File: config.mk
export PLATFORM = sky130hd
export DESIGN_NAME = exec_datapath
export DESIGN_NICKNAME = d
export VERILOG_FILES = /design/src/rtl/exec_datapath.sv
export SDC_FILE = /design/constraint.sdc
export NUM_CORES = 1
export LEC_CHECK = 0
export BUFFER_PORTS_ARGS = -buffer_cell sky130_fd_sc_hd__clkbuf_2
export CAP_MARGIN = 20
export CORE_UTILIZATION = 60
export DETAILED_ROUTE_END_ITERATION = 12
export GPL_TIMING_DRIVEN = 0
export PLACE_DENSITY = 0.8
export SLEW_MARGIN = 10
export SYNTH_ARGS = -nofsm -noshare
export SYNTH_HDL_FRONTEND = slang
export SYNTH_SLANG_ARGS = --single-unit
File: constraint.sdc
create_clock -name clk -period 14.5 [get_ports clk]
set_clock_uncertainty 0.05 [all_clocks]
set_input_delay 0.725 -clock clk [delete_from_list [all_inputs] [get_ports clk]]
set_output_delay 0.725 -clock clk [all_outputs]
set_load 0.03 [all_outputs]
File: src/rtl/exec_datapath.sv
`default_nettype none
// ============================================================================
// Module   : exec_datapath
// Purpose  : Execution-side partner of the control unit. Holds the ALU, a
//            dedicated address adder, a DEPTH-entry data RAM and the output
//            pipeline registers. Results are returned on result2 for the
//            control unit to write back into its register file.
// Ports    : clk       - system clock, rising-edge active
//            rst       - asynchronous, active-high reset
//            operand1  - ALU operand A; base address for loads/stores
//            operand2  - ALU operand B (sel3=0); store data
//            offset    - ALU operand B (sel3=1); address displacement
//            opcode    - ALU operation select (1111 = NOP, registers hold)
//            sel1      - result2 source: 1 = ALU register, 0 = memory read
//            sel3      - ALU B-input select: 1 = offset, 0 = operand2
//            w_r       - data-memory write enable (level, no edge detect)
//            result2   - result returned to the control unit
//            zero      - registered flag: last ALU result was zero
//            carry     - registered carry/borrow flag
// Revision : 1.0 - initial release
// ============================================================================
module exec_datapath #(
    parameter int DATA_WIDTH = 8,
    parameter int ADDR_BITS  = 5,
    parameter int DEPTH      = 32
) (
    input  logic                  clk,
    input  logic                  rst,
    input  logic [DATA_WIDTH-1:0] operand1,
    input  logic [DATA_WIDTH-1:0] operand2,
    input  logic [DATA_WIDTH-1:0] offset,
    input  logic [3:0]            opcode,
    input  logic                  sel1,
    input  logic                  sel3,
    input  logic                  w_r,
    output logic [DATA_WIDTH-1:0] result2,
    output logic                  zero,
    output logic                  carry
);

    // ------------------------------------------------------------------
    // Opcode encodings
    // ------------------------------------------------------------------
    localparam logic [3:0] c_OP_ADD  = 4'b0000;
    localparam logic [3:0] c_OP_SUB  = 4'b0001;
    localparam logic [3:0] c_OP_AND  = 4'b0010;
    localparam logic [3:0] c_OP_OR   = 4'b0011;
    localparam logic [3:0] c_OP_XOR  = 4'b0100;
    localparam logic [3:0] c_OP_NOT  = 4'b0101;
    localparam logic [3:0] c_OP_SHL  = 4'b0110;
    localparam logic [3:0] c_OP_SHR  = 4'b0111;
    localparam logic [3:0] c_OP_PASS = 4'b1000;
    localparam logic [3:0] c_OP_NOP  = 4'b1111;

    // ------------------------------------------------------------------
    // Internal signals
    // ------------------------------------------------------------------
    logic [DATA_WIDTH-1:0] w_b;
    logic [DATA_WIDTH:0]   w_sum;
    logic [DATA_WIDTH:0]   w_diff;
    logic [DATA_WIDTH-1:0] w_alu_res;
    logic                  w_alu_carry;
    logic                  w_alu_zero;
    logic                  w_alu_load;
    logic [ADDR_BITS-1:0]  w_agu_addr;

    logic [DATA_WIDTH-1:0] r_alu_q;
    logic                  r_zero;
    logic                  r_carry;
    logic [DATA_WIDTH-1:0] r_mem_q;
    logic [DATA_WIDTH-1:0] r_mem [DEPTH];

    // ------------------------------------------------------------------
    // ALU
    // ------------------------------------------------------------------
    assign w_b = sel3 ? offset : operand2;

    // One extra bit on each arithmetic path: bit DATA_WIDTH of the sum is
    // the carry-out, and bit DATA_WIDTH of the zero-extended difference is
    // set exactly when A < B, i.e. the borrow.
    assign w_sum  = {1'b0, operand1} + {1'b0, w_b};
    assign w_diff = {1'b0, operand1} - {1'b0, w_b};

    always_comb begin
        w_alu_res   = '0;
        w_alu_carry = 1'b0;
        case (opcode)
            c_OP_ADD: begin
                w_alu_res   = w_sum[DATA_WIDTH-1:0];
                w_alu_carry = w_sum[DATA_WIDTH];
            end
            c_OP_SUB: begin
                w_alu_res   = w_diff[DATA_WIDTH-1:0];
                w_alu_carry = w_diff[DATA_WIDTH];
            end
            c_OP_AND:  w_alu_res = operand1 & w_b;
            c_OP_OR:   w_alu_res = operand1 | w_b;
            c_OP_XOR:  w_alu_res = operand1 ^ w_b;
            c_OP_NOT:  w_alu_res = ~operand1;
            c_OP_SHL: begin
                w_alu_res   = {operand1[DATA_WIDTH-2:0], 1'b0};
                w_alu_carry = operand1[DATA_WIDTH-1];
            end
            c_OP_SHR: begin
                w_alu_res   = {1'b0, operand1[DATA_WIDTH-1:1]};
                w_alu_carry = operand1[0];
            end
            c_OP_PASS: w_alu_res = w_b;
            default: begin
                w_alu_res   = '0;
                w_alu_carry = 1'b0;
            end
        endcase
    end

    assign w_alu_zero = (w_alu_res == '0);

    // NOP leaves the ALU result and both flags untouched so a value
    // computed earlier survives idle control-unit states.
    assign w_alu_load = (opcode != c_OP_NOP);

    // ------------------------------------------------------------------
    // ALU output register and flags
    // ------------------------------------------------------------------
    always_ff @(posedge clk or posedge rst) begin
        if (rst) begin
            r_alu_q <= '0;
            r_zero  <= 1'b0;
            r_carry <= 1'b0;
        end else if (w_alu_load) begin
            r_alu_q <= w_alu_res;
            r_zero  <= w_alu_zero;
            r_carry <= w_alu_carry;
        end
    end

    // ------------------------------------------------------------------
    // Address generation
    // ------------------------------------------------------------------
    // Only the low ADDR_BITS of operand1 + offset matter, so the adder is
    // built at address width and wraps modulo DEPTH by construction. It is
    // independent of sel3 and opcode.
    assign w_agu_addr = operand1[ADDR_BITS-1:0] + offset[ADDR_BITS-1:0];

    // ------------------------------------------------------------------
    // Data memory
    // ------------------------------------------------------------------
    // Reset reloads every word with its own index. The read register takes
    // the pre-write contents on a same-address collision (read-before-write)
    // because both updates are non-blocking on the same edge. Stores held
    // across several cycles simply rewrite the same word.
    always_ff @(posedge clk or posedge rst) begin
        if (rst) begin
            r_mem_q <= '0;
            for (int i = 0; i < DEPTH; i++) begin
                r_mem[i] <= DATA_WIDTH'(i);
            end
        end else begin
            r_mem_q <= r_mem[w_agu_addr];
            if (w_r) begin
                r_mem[w_agu_addr] <= operand2;
            end
        end
    end

    // ------------------------------------------------------------------
    // Outputs: mux of registered sources only
    // ------------------------------------------------------------------
    assign result2 = sel1 ? r_alu_q : r_mem_q;
    assign zero    = r_zero;
    assign carry   = r_carry;

endmodule
`default_nettype wire

## Yosys cells after proc, flatten, opt, wreduce, memory -nomap -nowiden

Index checks and enable logic that the tools add are counted.

- Memory bits (read-only): 0
- Bits in writable memories: 0
- Latch bits: 0
- Input bits: 33
- Register bits: 274
- Logic and storage cells: 68
- Memories: 0

- Bitwise logic cells: 5
- Equality and inequality tests: 9
- Div/mod/pow operators: 0
- Shift-type cells: 0
- Muxes and demuxes: 10
- Magnitude comparators: 2
- Multipliers: 0
- Reductions and logical operators: 3
- Add/sub/neg operators: 3

Operators with widths:

| cell | number |
|---|---|
| 256-bit bitwise mux | 1 |
| 8-bit one-hot mux with 9 select lines | 1 |
| 8-bit binary-select mux with 5-bit select | 1 |
| 8-bit demux with 5-bit select | 1 |
| 8-bit two-way mux | 5 |
| 4-bit by 3-bit == test with 1-bit output, second input constant | 4 |
| 8-bit by 8-bit adder with 9-bit output | 1 |
| 8-bit by 8-bit subtractor with 9-bit output | 1 |
| 8-bit AND | 1 |
| 4-bit by 2-bit == test with 1-bit output, second input constant | 2 |
| 8-bit logical NOT | 1 |
| 8-bit NOT | 1 |
| 8-bit bitwise OR | 1 |
| 8-bit bitwise XOR | 1 |
| 6-bit greater-or-equal comparator, second input constant | 1 |
| 6-bit by 1-bit less-than comparator with 1-bit output, second input constant | 1 |
| 5-bit NOT with 6-bit output | 1 |
| 5-bit adder | 1 |
| 4-bit by 1-bit == test with 1-bit output, second input constant | 1 |
| 4-bit == test, second input constant | 1 |
| 4-bit logical NOT | 1 |
| 4-bit != test, second input constant | 1 |
| 1-bit one-hot mux with 4 select lines | 1 |
| 1-bit logical AND | 1 |

## Longest topological paths before layout

Gate-level depths: netlist of run 1.

- Word-level depth: 7
- Gate-level depth with buffers: 12

## Least setup slack after synthesis of run 1

Ideal clock, no wire load.

- Kind: input to register
- From: input offset[0]
- To: register r_mem_q[3]
- Setup slack: 11.211 ns
- Setup time: 0.140 ns
- Arrival time: 3.099 ns
- Required time: 14.310 ns
- Cell stages on the path: 8
- Path through: ha_1 fa_1 buf_2 clkbuf_1 clkbuf_1 mux4_2 a221oi_1 o21ai_0

- Word-level cells in the longest chain between the ends: 5

RTL lines:

| element | RTL line | text |
|---|---|---|
| from (decl) | 31 | `input logic [DATA_WIDTH-1:0] offset,` |
| 5-bit adder | 143 | `assign w_agu_addr = operand1[ADDR_BITS-1:0] + offset[ADDR_BITS-1:0];` |
| 5-bit NOT with 6-bit output (implied by the code) | 159 | `r_mem_q <= r_mem[w_agu_addr];` |
| 8-bit binary-select mux with 5-bit select | 159 |  |
| 8-bit two-way mux (implied by the code) (2 in a row) | 159 |  |
| to (signal assigned) | 159 |  |
| to (decl) | 70 | `logic [DATA_WIDTH-1:0] r_mem_q;` |

No other way between the ends. The select of a mux whose other input is x is not followed.
A chain may end at the register's enable or synchronous reset.

## Worst setup path after layout of run 1

- From: input operand1[0]
- To: register r_mem_q[3]

- Word-level cells in the longest chain between the ends: 5

RTL lines:

| element | RTL line | text |
|---|---|---|
| from (decl) | 29 | `input logic [DATA_WIDTH-1:0] operand1,` |
| 5-bit adder | 143 |  |
| 5-bit NOT with 6-bit output (implied by the code) | 159 |  |
| 8-bit binary-select mux with 5-bit select | 159 |  |
| 8-bit two-way mux (implied by the code) (2 in a row) | 159 |  |

No other way between the ends. The select of a mux whose other input is x is not followed.

==> results of run 1 <==
power by group:
part | switching (uW) | total [uW] | internal [uW] | leakage [uW]
Combinational | 368 | 806 | 438 | 0.00306
Clock | 304 | 761 | 457 | 0.000484
Sequential | 151 | 1280 | 1130 | 0.00331
cell usage after synthesis, drive strengths merged (3+ instances only):
| cell | instances | share of area |
|---|---|---|
| o211ai | 4 | 0.0021 |
| nor4 | 4 | 0.0022 |
| nor3b | 7 | 0.0037 |
| mux4 | 69 | 0.11 |
| nand2b | 3 | 0.0013 |
| a221o | 7 | 0.0049 |
| nand3 | 20 | 0.0089 |
| a21oi | 21 | 0.0078 |
| a22oi | 3 | 0.0016 |
| o21ai | 18 | 0.0063 |
| inv | 23 | 0.0060 |
| nand3b | 4 | 0.0021 |
| mux2i | 16 | 0.011 |
| buf | 33 | 0.013 |
| a211oi | 3 | 0.0016 |
| xor2 | 6 | 0.0037 |
| nor2b | 6 | 0.0026 |
| fa | 3 | 0.0042 |
| dfstp | 80 | 0.15 |
| or3 | 4 | 0.0017 |
| a311oi | 5 | 0.0030 |
| nor3 | 10 | 0.0042 |
| and3 | 6 | 0.0026 |
| xnor2 | 4 | 0.0040 |
| clkbuf | 39 | 0.010 |
| a221oi | 5 | 0.0030 |
| dfrtp | 194 | 0.34 |
| o221ai | 3 | 0.0018 |
| a21o | 8 | 0.0042 |
| nor2 | 46 | 0.021 |
| a31oi | 10 | 0.0044 |
| nand2 | 45 | 0.012 |
| ha | 28 | 0.024 |
| o22ai | 3 | 0.0013 |
| mux2 | 268 | 0.21 |
per-stage QoR:
step                      hold slack [ns]  setup slack [ns]
after detailed placement           0.4264             9.715
after CTS                          0.1139             10.28
final                              0.1123             10.17
after global routing               0.1292             10.15
after global placement             0.4147             3.496
after floorplan                    0.3936             6.305
state kept, by name, summed over array words and instances, names as in the netlist:
name     count
carry        1
r_alu_q      8
r_mem      256
r_mem_q      8
zero         1
cell type report:
cell class,count,share of cell area
flip-flops and latches,274,0.4345
clock buffers,44,0.05322
multi-input cells,666,0.4369
repair buffers,41,0.01563
plain buffers,72,0.02055
well taps,319,0.02493
clock inverters,10,0.008205
inverters,24,0.006095
cells by family after synthesis:
logic type	synth area share
compound gates	0.05259
xor+xnor	0.007662
fa+ha+maj	0.02856
buf+inv	0.02917
flops	0.4841
mux	0.3293
simple gates	0.06869
worst paths after layout:
| check | slack [ns] | endpoint | start | cells past startpoint |
|---|---|---|---|---|
| worst max-delay path | 10.17 | r_mem_q[3] | operand1[0] | 9 |
| min in group clk | 0.44 | r_alu_q[3] | r_alu_q[3] | 1 |
| max in group asynchronous | 13.38 | r_mem[88] | rst | 3 |
| worst min-delay path | 0.11 | r_mem[248] | rst | 2 |
| worst max register to register | 12.42 | r_mem_q[6] | r_mem[166] | 5 |
| worst min register to register | 0.44 | r_alu_q[3] | r_alu_q[3] | 1 |
layer usage:
metal / share of wire / global-route usage / wire length, um
met2: 0.47 / 0.5033 / 17570
met5: 0 / 0 / 0
met3: 0.069 / 0.05289 / 2554
met1: 0.42 / 0.4382 / 15500
met4: 0.039 / 0.1153 / 1445
==> results summary, run 1 <==
The highest net fanout along the worst path came out at 10. The average wire length per cell after detail routing is 25.56 um. After legalization and detailed placement, the total HPWL measured 26220 um. 0 antenna diodes ended up in the layout. Traced cell by cell, the critical path runs through clkbuf_2 > ha_1 > fa_1 > buf_2 > clkbuf_1 > clkbuf_1 > mux4_2 > a221oi_1 > o21ai_0.

The pre-antenna-repair detailed-routing pass consisted of 4 iterations. The final instance area is 16010 um^2. The headroom to the max-slew limit came out at 0.3464. The final cycle utilization of the critical path is 0.2985.

The buffering stage count on the worst path with inverters included is 4. The cell count after placement came out at 1396. The share of flip-flops with an asynchronous set or reset after synthesis came out at 1.000. The first global-routing pass estimated 57140 um of wire. The post-layout net count came out at between 1000 and 1500. The post-CTS resize count is 0. The maximum vdd drop is about 0.11 mV.

The top cell types in the final layout, fill and taps aside, are 259 x sky130_fd_sc_hd__mux2_2, 194 x sky130_fd_sc_hd__dfrtp_1, 80 x sky130_fd_sc_hd__dfstp_2, 69 x sky130_fd_sc_hd__mux4_2, 47 x sky130_fd_sc_hd__clkbuf_1. The most frequent standard cell in the layout excluding fill and tap cells is sky130_fd_sc_hd__mux2_2. The largest stage delay on the critical path is approximately 0.79 ns. The root buffer cell chosen for the clock tree is sky130_fd_sc_hd__clkbuf_16. The pin count of the biggest net entering global routing came out at 123.

The die span in y came out at 156.8 um. TritonCTS built the clock tree. Max-cap violations in this run came to 0. The global router's overall resource usage came out at 0.3159. The leading register cell type out of synthesis is sky130_fd_sc_hd__dfrtp_1.

The final sum of negative setup slack is 0 ns. The post-route non-filler standard cell count came out at between 1000 and 1500. Relative to the synthesized area, the layout overhead comes to 11.41%. The kind of end point of the critical path is a flip-flop.

The worst setup path is of the in -> reg kind. The detailed router's first-iteration violation count came out at 787. The starting density of the core came out at 0.6123. The count of hold-fix buffers inserted at cts came out at 0.

CTS built an H-tree with a depth of 1. The sequential element share of the synthesized area came out at 0.4841. The total via count in the routed design is 9399. The share of layout cells above drive strength 1 came out at 0.5022. The path class of the tightest hold or removal check is in -> async. Setup repair after global routing left no endpoint under its margin. The count of standard-cell rows came out at 56. On the critical path the largest part of the delay comes from buffers and inverters. STA classifies the critical path startpoint as an input port. The synthesized design contains 0 enable-type register cells. The die outline area came out at between 20000 and 25000 um^2. Setup violations remaining at the end of the flow were counted as 0.

During synthesis, Yosys emitted a total of 0 warnings. The number of setup buffers added after CTS came out at 0. The I/O pin count came out at 43. The width of the die is 156.8 um. The minimum period implied by the final worst setup slack is 4.329 ns. The leakage component of the power is 0.006854 uW. Summing internal, switching and leakage power gives 2850 uW. The count of endpoints failing hold in the final timing report is 0. Counting distinct cell types in the post-synthesis netlist gives between 70 and 80. The total DRC errors in the routed layout came out at 0. The initial antenna violation count came out at 1. After floorplanning, the core was sized to cover 23470 um^2.

The count of nets left with antenna violations after detail routing came out at 0. The final number of max-transition violations is 0. The via count of the first global-routing pass is about 9500.

The global route total overflow came out at 0. Data on the critical path arrives at its endpoint at between 4 and 5 ns. The clock passes through at most 3 buffers.

The gate count after technology mapping came out at 1036. The TritonCTS sink count came out at between 200 and 300. For this run, the top clock speed supported by timing is 231.0 MHz. The clock latency reported for the late side of the worst-skew pair is 0.55 ns. The data required time of the worst path came out at 14.82 ns.

The total of fill cells in the finished design came out at 1611. In the final layout, the multi-input gates occupy 6995 um^2. The most numerous cell type found on the critical path is sky130_fd_sc_hd__clkbuf_1. The post-placement cell area came out at 15030 um^2. The mapped netlist covers 14370 um^2.

For this run, the share of the core covered by cells in the final layout is 0.6821. The count of buffers added on input and output ports is 39. On the critical path, the stage with the largest delay is an instance of sky130_fd_sc_hd__clkbuf_1. The slew at the pin with the worst max-slew slack came out at 0.9804 ns. The sequential cells in the finished layout cover a total of ~7000 um^2. The flop and latch count out of synthesis came out at about 270. The cell area power density is 178.0 nW/um^2. The mean cell area of the mapped netlist came out at 13.87 um^2. The routability-driven placement congestion ratio is 1.005. The vias per cell is 6.482.

The net count after synthesis is 1100. The number of clock buffers inserted by TritonCTS is 29. The flow ran to the end, and the final reports show no timing, DRC or antenna violations.

Clock-pin slew was measured on the worst setup and hold paths at roughly 0.060 ns. The final layout contains routed wiring with a total length of roughly 37000 um.
Note: power is estimated with default switching activity, not from simulation.
==> run 2: changes to the inputs <==
==> constraint.sdc (replaced) <==
create_clock -name clk -period 4.13 [get_ports clk]
set_clock_uncertainty 0.05 [all_clocks]
set_input_delay 0.2065 -clock clk [delete_from_list [all_inputs] [get_ports clk]]
set_output_delay 0.2065 -clock clk [all_outputs]
set_load 0.03 [all_outputs]
==> results summary, run 2 (synthesis results as in run 1) <==
Result of the run: complete, no violations (unchanged). The count of standard-cell rows came out at 56 (unchanged). The routability-driven placement congestion ratio is 1.004 (was 1.005). The vias per cell came out at 6.470 (was 6.482). The slew at the pin with the worst max-slew slack came out at 0.9368 ns (was 0.9804 ns). The overall power is 9943 uW (was 2850 uW). The cell area power density came out at 618.6 nW/um^2 (was 178.0 nW/um^2).

The total DRC errors in the routed layout came out at 0 (unchanged). The minimum period implied by the final worst setup slack came out at 3.827 ns. The post-route non-filler standard cell count is 1455 (was 1450). The kind of start point of the critical path was an input port (unchanged). The final instance area came out at 16070 um^2 (was 16010 um^2). The count of nets left with antenna violations after detail routing came to 0 (unchanged). The total wire length after detailed routing is 37670 um (was 37070 um). Most frequent cells in the layout: 259 x sky130_fd_sc_hd__mux2_2, 194 x sky130_fd_sc_hd__dfrtp_1, 80 x sky130_fd_sc_hd__dfstp_2, 69 x sky130_fd_sc_hd__mux4_2, 46 x sky130_fd_sc_hd__clkbuf_1 (was 259 x sky130_fd_sc_hd__mux2_2, 194 x sky130_fd_sc_hd__dfrtp_1, 80 x sky130_fd_sc_hd__dfstp_2, 69 x sky130_fd_sc_hd__mux4_2, 47 x sky130_fd_sc_hd__clkbuf_1). The antenna diode count is 0 (unchanged).

The count of port buffers added during placement is 39 (unchanged). The area added between synthesis and finish came to 11.84% (was 11.41%). The detailed router's first-iteration violation count came to 845 (was 787). The half-perimeter wire length after detailed placement was 26830 um (was 26220 um). The setup slack of the critical path after layout is 0.3033 ns (was 10.17 ns). The post-placement cell area is 15110 um^2 (was 15030 um^2). The headroom to the max-slew limit came out at 0.3754 (was 0.3464).

In the finished design, the share of the clock period the worst path needs comes to 0.9266. The path class of the lowest-slack min-delay path was in -> reg (was in -> async). The TritonCTS clock tree is yes (unchanged). The number of clock buffers inserted by TritonCTS is 28 (was 29). The data arrival time at the worst-slack endpoint was 4.14 ns (was 4.65 ns). The critical path's most frequent cell is sky130_fd_sc_hd__clkbuf_1 (unchanged).

The flip-flop count of the largest register after layout is 256 (unchanged). The placement-stage worst setup slack was -0.1453 ns (was 9.715 ns). The count of endpoints failing hold in the final timing report is 0 (unchanged). The data required time of the worst path is 4.44 ns (was 14.82 ns). The cell count after placement came out at 1401 (was 1396). The iteration count of the initial detailed-routing pass is 6 (was 4). The register clock-pin slew on the reported worst setup and hold paths is 0.07 ns (was 0.06 ns). The global route total overflow is 0 (unchanged). The clock latency reported for the late side of the worst-skew pair is 0.56 ns (was 0.55 ns). The leakage component of the power came out at 0.006881 uW (was 0.006854 uW). The root buffer selected by CTS is sky130_fd_sc_hd__clkbuf_16 (unchanged).

The average wire length per cell after detail routing came out at 25.89 um (was 25.56 um). The width of the die is 156.8 um (unchanged). The post-CTS resize count was 0 (unchanged).

Setup repair after global routing missed its margin: false (unchanged). The type of the worst setup path was in -> reg (unchanged). The number of setup buffers added after CTS is 0 (unchanged). The max-capacitance violation count is 0 (unchanged). The global router's overall resource usage came out at 0.3230 (was 0.3159). The total via count in the routed design is 9414 (was 9399). The initial antenna violation count is 0 (was 1). The number of H-tree levels came to 1 (unchanged). The maximum vdd drop was 0.4729 mV (was 0.1104 mV).

The die outline area came out at 24580 um^2 (unchanged). The total of fill cells in the finished design is 1668 (was 1611). The first-pass GRT wire length was 58320 um (was 57140 um). The post-route worst hold slack came out at 0.01861 ns (was 0.1123 ns).

The sequential share of power came out at 0.453 (was 0.450). The fraction of power spent switching nets came to 0.2927 (was 0.2885). The most frequent standard cell in the layout excluding fill and tap cells is sky130_fd_sc_hd__mux2_2 (unchanged). The count of hold-fix buffers inserted at cts came out at 2 (was 0). The power spent charging and discharging nets came out at 2910 uW (was 822.2 uW).

The pin count of the biggest net entering global routing is 40 (was 123). The top achievable clock speed is around 260 MHz. Chain of cells forming the critical path: clkbuf_2 > ha_1 > fa_1 > buf_2 > clkbuf_1 > clkbuf_1 > mux4_2 > a221oi_1 > o21ai_0 (unchanged). The flip-flop and latch area is 6957 um^2 (unchanged).

The kind of end point of the critical path is a flip-flop (unchanged). The maximum clock insertion buffer count came out at 3 (unchanged). The combinational share of power was 0.287 (was 0.283). The proportion of power drawn by the clock network came out at 0.260 (was 0.267). The highest net fanout along the worst path is 10 (unchanged). The multi-input combinational cell area came to 6995 um^2 (unchanged).

The cell with the largest stage delay on the worst path is sky130_fd_sc_hd__clkbuf_1 (unchanged). The die span in y is 156.8 um (unchanged). The post-layout net count came out at 1178 (was 1172).

The largest stage delay on the critical path came out at 0.77 ns (was 0.79 ns). The final number of max-transition violations came to 0 (unchanged). The share of layout cells above drive strength 1 came to 0.5035 (was 0.5022). The via count of the first global-routing pass came out at 9531 (was 9503). The total core area came out at 23470 um^2 (unchanged).

The starting density of the core came out at 0.6123 (unchanged). The internal power of the cells came out at 7033 uW (was 2028 uW). Largest registers: r_mem x256, r_alu_q x8, r_mem_q x8 (unchanged). The number of setup violations in the final report is 0 (unchanged).

The TritonCTS sink count is 274 (unchanged). The top register by number of flip-flops is r_mem (unchanged). The I/O pin count is 43 (unchanged).
==> run 2: cell types whose count changed in the layout (fill, tap and decap cells not counted), sizes merged <==
cell | before | now
clkinv | 6 | 7
bufinv | 3 | 1
dlygate4sd3 | 0 | 2
buf | 35 | 40
clkbuf | 122 | 123
inv | 24 | 22
==> run 2: path summary, 6_finish.rpt <==
check | slack [ns] | startpoint | cells past startpoint | end
worst max register to register | 2.05 | r_mem[166] | 5 | r_mem_q[6]
max in group asynchronous | 2.28 | rst | 7 | r_mem[80]
min in group asynchronous | 0.26 | rst | 3 | r_mem[23]
worst max-delay path | 0.30 | operand1[0] | 9 | r_mem_q[3]
worst min register to register | 0.43 | r_alu_q[4] | 1 | r_alu_q[4]
worst min-delay path | 0.02 | operand2[6] | 2 | r_mem[46]
==> run 2: per-layer routing <==
layer | share of wire | global-route usage | vias to the layer above
met1 | 0.42 | 0.4515 | 4929
met5 | 0 | 0 | -
met2 | 0.47 | 0.5046 | 360
met3 | 0.061 | 0.05040 | 109
li1 | - | - | 4016
met4 | 0.049 | 0.1382 | 0
==> run 2: through the flow <==
step	util	setup TNS (ns)
floorplan	-	0
global placement	0.6377	-228.21
detailed placement	0.6437	-0.1691
CTS	0.6848	0
global route	0.6848	0
finish	0.6848	0
==> run 2: final cells by class <==
type                            instances  share of cell area
Clock buffer                           45             0.05449
Buffer                                 72             0.02047
Clock inverter                          7            0.004204
Inverter                               24            0.005838
Multi-Input combinational cell        666              0.4352
Tap cell                              319             0.02483
Timing Repair Buffer                   48             0.02211
Sequential cell                       274              0.4328
==> run 2: critical path, delay by kind of cell <==
| family | cells | cell delay, ns |
|---|---|---|
| fa+ha+maj | 2 | 0.92 |
| buf+inv | 4 | 1.98 |
| compound gates | 2 | 0.53 |
| mux | 1 | 0.49 |
==> run 2: power groups by stage <==
stage | clock network (uW) | logic [uW] | registers, uW
finish | 2580 | 2860 | 4500
global route | 2700 | 3020 | 4630
CTS | 2600 | 2840 | 4490
detailed placement | 0 | 2820 | 4520
global placement | 0 | 2710 | 4460
floorplan | 0 | 2140 | 4330
==> run 3: changes to the inputs <==
--- a/config.mk
+++ b/config.mk
@@ -7,7 +7,9 @@
 export LEC_CHECK = 0
 export BUFFER_PORTS_ARGS = -buffer_cell sky130_fd_sc_hd__clkbuf_2
 export CAP_MARGIN = 20
+export CORE_ASPECT_RATIO = 0.75
 export CORE_UTILIZATION = 60
+export CTS_CLUSTER_DIAMETER = 30
 export DETAILED_ROUTE_END_ITERATION = 12
 export GPL_TIMING_DRIVEN = 0
 export PLACE_DENSITY = 0.8
==> results summary, run 3 (synthesis results as in run 1) <==
The post-layout net count is 1188 (was 1178). The clock latency reported for the late side of the worst-skew pair came out at 0.54 ns (was 0.56 ns). The pin count of the biggest net entering global routing was 42 (was 40).

The final cycle utilization of the critical path is 0.9364 (was 0.9266). The number of cells on the worst reg-to-reg path came to 5 (unchanged). The largest stage delay on the critical path is 0.80 ns (was 0.77 ns). The detailed router's first-iteration violation count was 869 (was 845). The count of endpoints failing hold in the final timing report is 0 (unchanged). The via count of the first global-routing pass is 10188 (was 9531). The flip-flop count of the largest register after layout came out at 256 (unchanged). The top achievable clock speed came to 258.6 MHz (was 261.3 MHz).

The total core area is 23240 um^2 (was 23470 um^2). The top register by number of flip-flops is r_mem (unchanged). The maximum vdd drop was 0.4580 mV (was 0.4729 mV). The half-perimeter wire length after detailed placement came out at 27980 um (was 26830 um). The number of clock buffers inserted by TritonCTS is 39 (was 28). The cell count after placement is 1382 (was 1401).

The starting density of the core came to 0.6183 (was 0.6123). Most frequent cells in the layout: 259 x sky130_fd_sc_hd__mux2_2, 194 x sky130_fd_sc_hd__dfrtp_1, 80 x sky130_fd_sc_hd__dfstp_2, 69 x sky130_fd_sc_hd__mux4_2, 43 x sky130_fd_sc_hd__clkbuf_1 (was 259 x sky130_fd_sc_hd__mux2_2, 194 x sky130_fd_sc_hd__dfrtp_1, 80 x sky130_fd_sc_hd__dfstp_2, 69 x sky130_fd_sc_hd__mux4_2, 46 x sky130_fd_sc_hd__clkbuf_1). Result of the run: complete, no violations (unchanged). The leakage component of the power came out at 0.007064 uW (was 0.006881 uW). The total DRC errors in the routed layout came out at 0 (unchanged). The iteration count of the initial detailed-routing pass came out at 5 (was 6).

The area added between synthesis and finish is 14.51% (was 11.84%). The post-CTS resize count came out at 0 (unchanged). The average wire length per cell after detail routing is 27.34 um (was 25.89 um). The beginning of the worst register-to-register path was r_mem[166] (unchanged). The maximum clock insertion buffer count came out at 3 (unchanged). Chain of cells forming the critical path: clkbuf_2 > ha_1 > fa_1 > buf_2 > clkbuf_1 > clkbuf_1 > mux4_2 > a221oi_1 > o21ai_0 (unchanged). The type of the worst setup path is in -> reg (unchanged). The die span in y came to 136.0 um (was 156.8 um).

The final number of max-transition violations came to 0 (unchanged). The slew at the pin with the worst max-slew slack came out at 1.021 ns (was 0.9368 ns). The register clock-pin slew on the reported worst setup and hold paths was 0.06 ns (was 0.07 ns). The total wire length after detailed routing came out at 39870 um (was 37670 um).

Setup repair after global routing missed its margin: false (unchanged). The die outline area is 24580 um^2 (about the same). The number of H-tree levels came out at 2 (was 1). The number of setup buffers added after CTS came out at 0 (unchanged). The launch instance of the worst min-delay path is operand2[3] (was operand2[6]). The minimum period implied by the final worst setup slack came out at 3.867 ns (was 3.827 ns).

The TritonCTS sink count came to 274 (unchanged). The total of fill cells in the finished design came out at 1552 (was 1668). The kind of end point of the critical path is a flip-flop (unchanged). The routability-driven placement congestion ratio is 1.000 (was 1.004). The global router's overall resource usage came out at 0.3421 (was 0.3230). The number of setup violations in the final report was 0 (unchanged). The total via count in the routed design came out at 9795 (was 9414). The critical path's most frequent cell was sky130_fd_sc_hd__clkbuf_1 (unchanged).

The width of the die is 180.7 um (was 156.8 um). The count of port buffers added during placement is 39 (unchanged). The post-route non-filler standard cell count came to 1458 (was 1455). The global route total overflow was 0 (unchanged). The reg2reg setup slack came to 2.01 ns (was 2.05 ns). The first-pass GRT wire length came out at 61700 um (was 58320 um). The highest net fanout along the worst path is 10 (unchanged).

The data arrival time at the worst-slack endpoint came out at 4.16 ns (was 4.14 ns). The path class of the lowest-slack min-delay path is in -> reg (unchanged). The cell with the largest stage delay on the worst path is sky130_fd_sc_hd__clkbuf_1 (unchanged). The setup slack of the critical path after layout is 0.2628 ns (was 0.3033 ns). The endpoint of the worst hold path is r_mem[43] (was r_mem[46]).

The number of cells traversed by the worst hold path came out at 2 (unchanged). The post-placement cell area is 15090 um^2 (was 15110 um^2). The share of layout cells above drive strength 1 was 0.5152 (was 0.5035). The initial antenna violation count is 3 (was 0). The root buffer selected by CTS is sky130_fd_sc_hd__clkbuf_16 (unchanged).

The count of standard-cell rows came out at 48 (was 56). The I/O pin count was 43 (unchanged). The TritonCTS clock tree is yes (unchanged). The data required time of the worst path is 4.42 ns (was 4.44 ns). The cell area power density is 660.7 nW/um^2 (was 618.6 nW/um^2). The vias per cell is 6.718 (was 6.470). The placement-stage worst setup slack is -0.1802 ns (was -0.1453 ns).

The post-route worst hold slack came out at 0.02831 ns (was 0.01861 ns). The kind of start point of the critical path is an input port (unchanged). The final instance area came out at 16460 um^2 (was 16070 um^2). The max-capacitance violation count was 0 (unchanged). The most frequent standard cell in the layout excluding fill and tap cells is sky130_fd_sc_hd__mux2_2 (unchanged). The count of nets left with antenna violations after detail routing came to 0 (unchanged). The headroom to the max-slew limit is 0.3191 (was 0.3754). The worst flop-to-flop path endpoint is r_mem_q[6] (unchanged).

Largest registers: r_mem x256, r_alu_q x8, r_mem_q x8 (unchanged).
-- run 3: layout make-up --
class	count	area, um^2	area share
multi-input combinational	666	6995	0.4251
sequential	274	6957	0.4227
clock buffer	45	1018	0.06189
tap	300	375.4	0.02281
timing repair buffer	47	352.8	0.02144
buffer	72	329.1	0.02000
clock inverter	27	327.8	0.01992
inverter	24	93.84	0.005702
antenna	3	7.507	0.0004562
-- run 3: what timing repair did --
item,4_1_cts,5_1_grt
hold buffers,1,0
endpoints found under the hold margin,20,0
setup endpoints to repair,0,0
-- run 3: worst max-delay path by stage --
stage	from	to	slack, ns	depth (start not counted)
floorplan	rst	carry	0.32	1
global placement	rst	r_mem[70]	-1.17	2
detailed placement	operand1[0]	r_mem_q[3]	-0.18	9
CTS	operand1[0]	r_mem_q[3]	0.42	9
global route	operand1[0]	r_mem_q[3]	0.29	9
finish	operand1[0]	r_mem_q[3]	0.26	9
-- run 3: through the flow --
step	TNS [ns]	utilization	power (uW)
after floorplan	0	-	6476
after global placement	-222.33	0.6430	7190
after detailed placement	-0.2534	0.6494	7361
after CTS	0	0.7077	10840
after global routing	0	0.7077	11290
final	0	0.7081	10870
-- run 3: routing by layer --
metal | share of wire | global-route usage
met1 | 0.42 | 0.4679
met2 | 0.45 | 0.5135
met3 | 0.096 | 0.1077
met4 | 0.038 | 0.1344
met5 | 0.0014 | 0
-- run 3: power breakdown --
| group | switching, uW | internal, uW |
|---|---|---|
| logic | 1370 | 1550 |
| registers | 570 | 3980 |
| clock network | 1330 | 2080 |
| total | 3270 | 7600 |
-- run 3: worst max-delay path, delay by kind of cell --
| family | cells | cell delay, ns |
|---|---|---|
| buf+inv | 4 | 2.03 |
| mux | 1 | 0.50 |
| compound gates | 2 | 0.51 |
| fa+ha+maj | 2 | 0.89 |
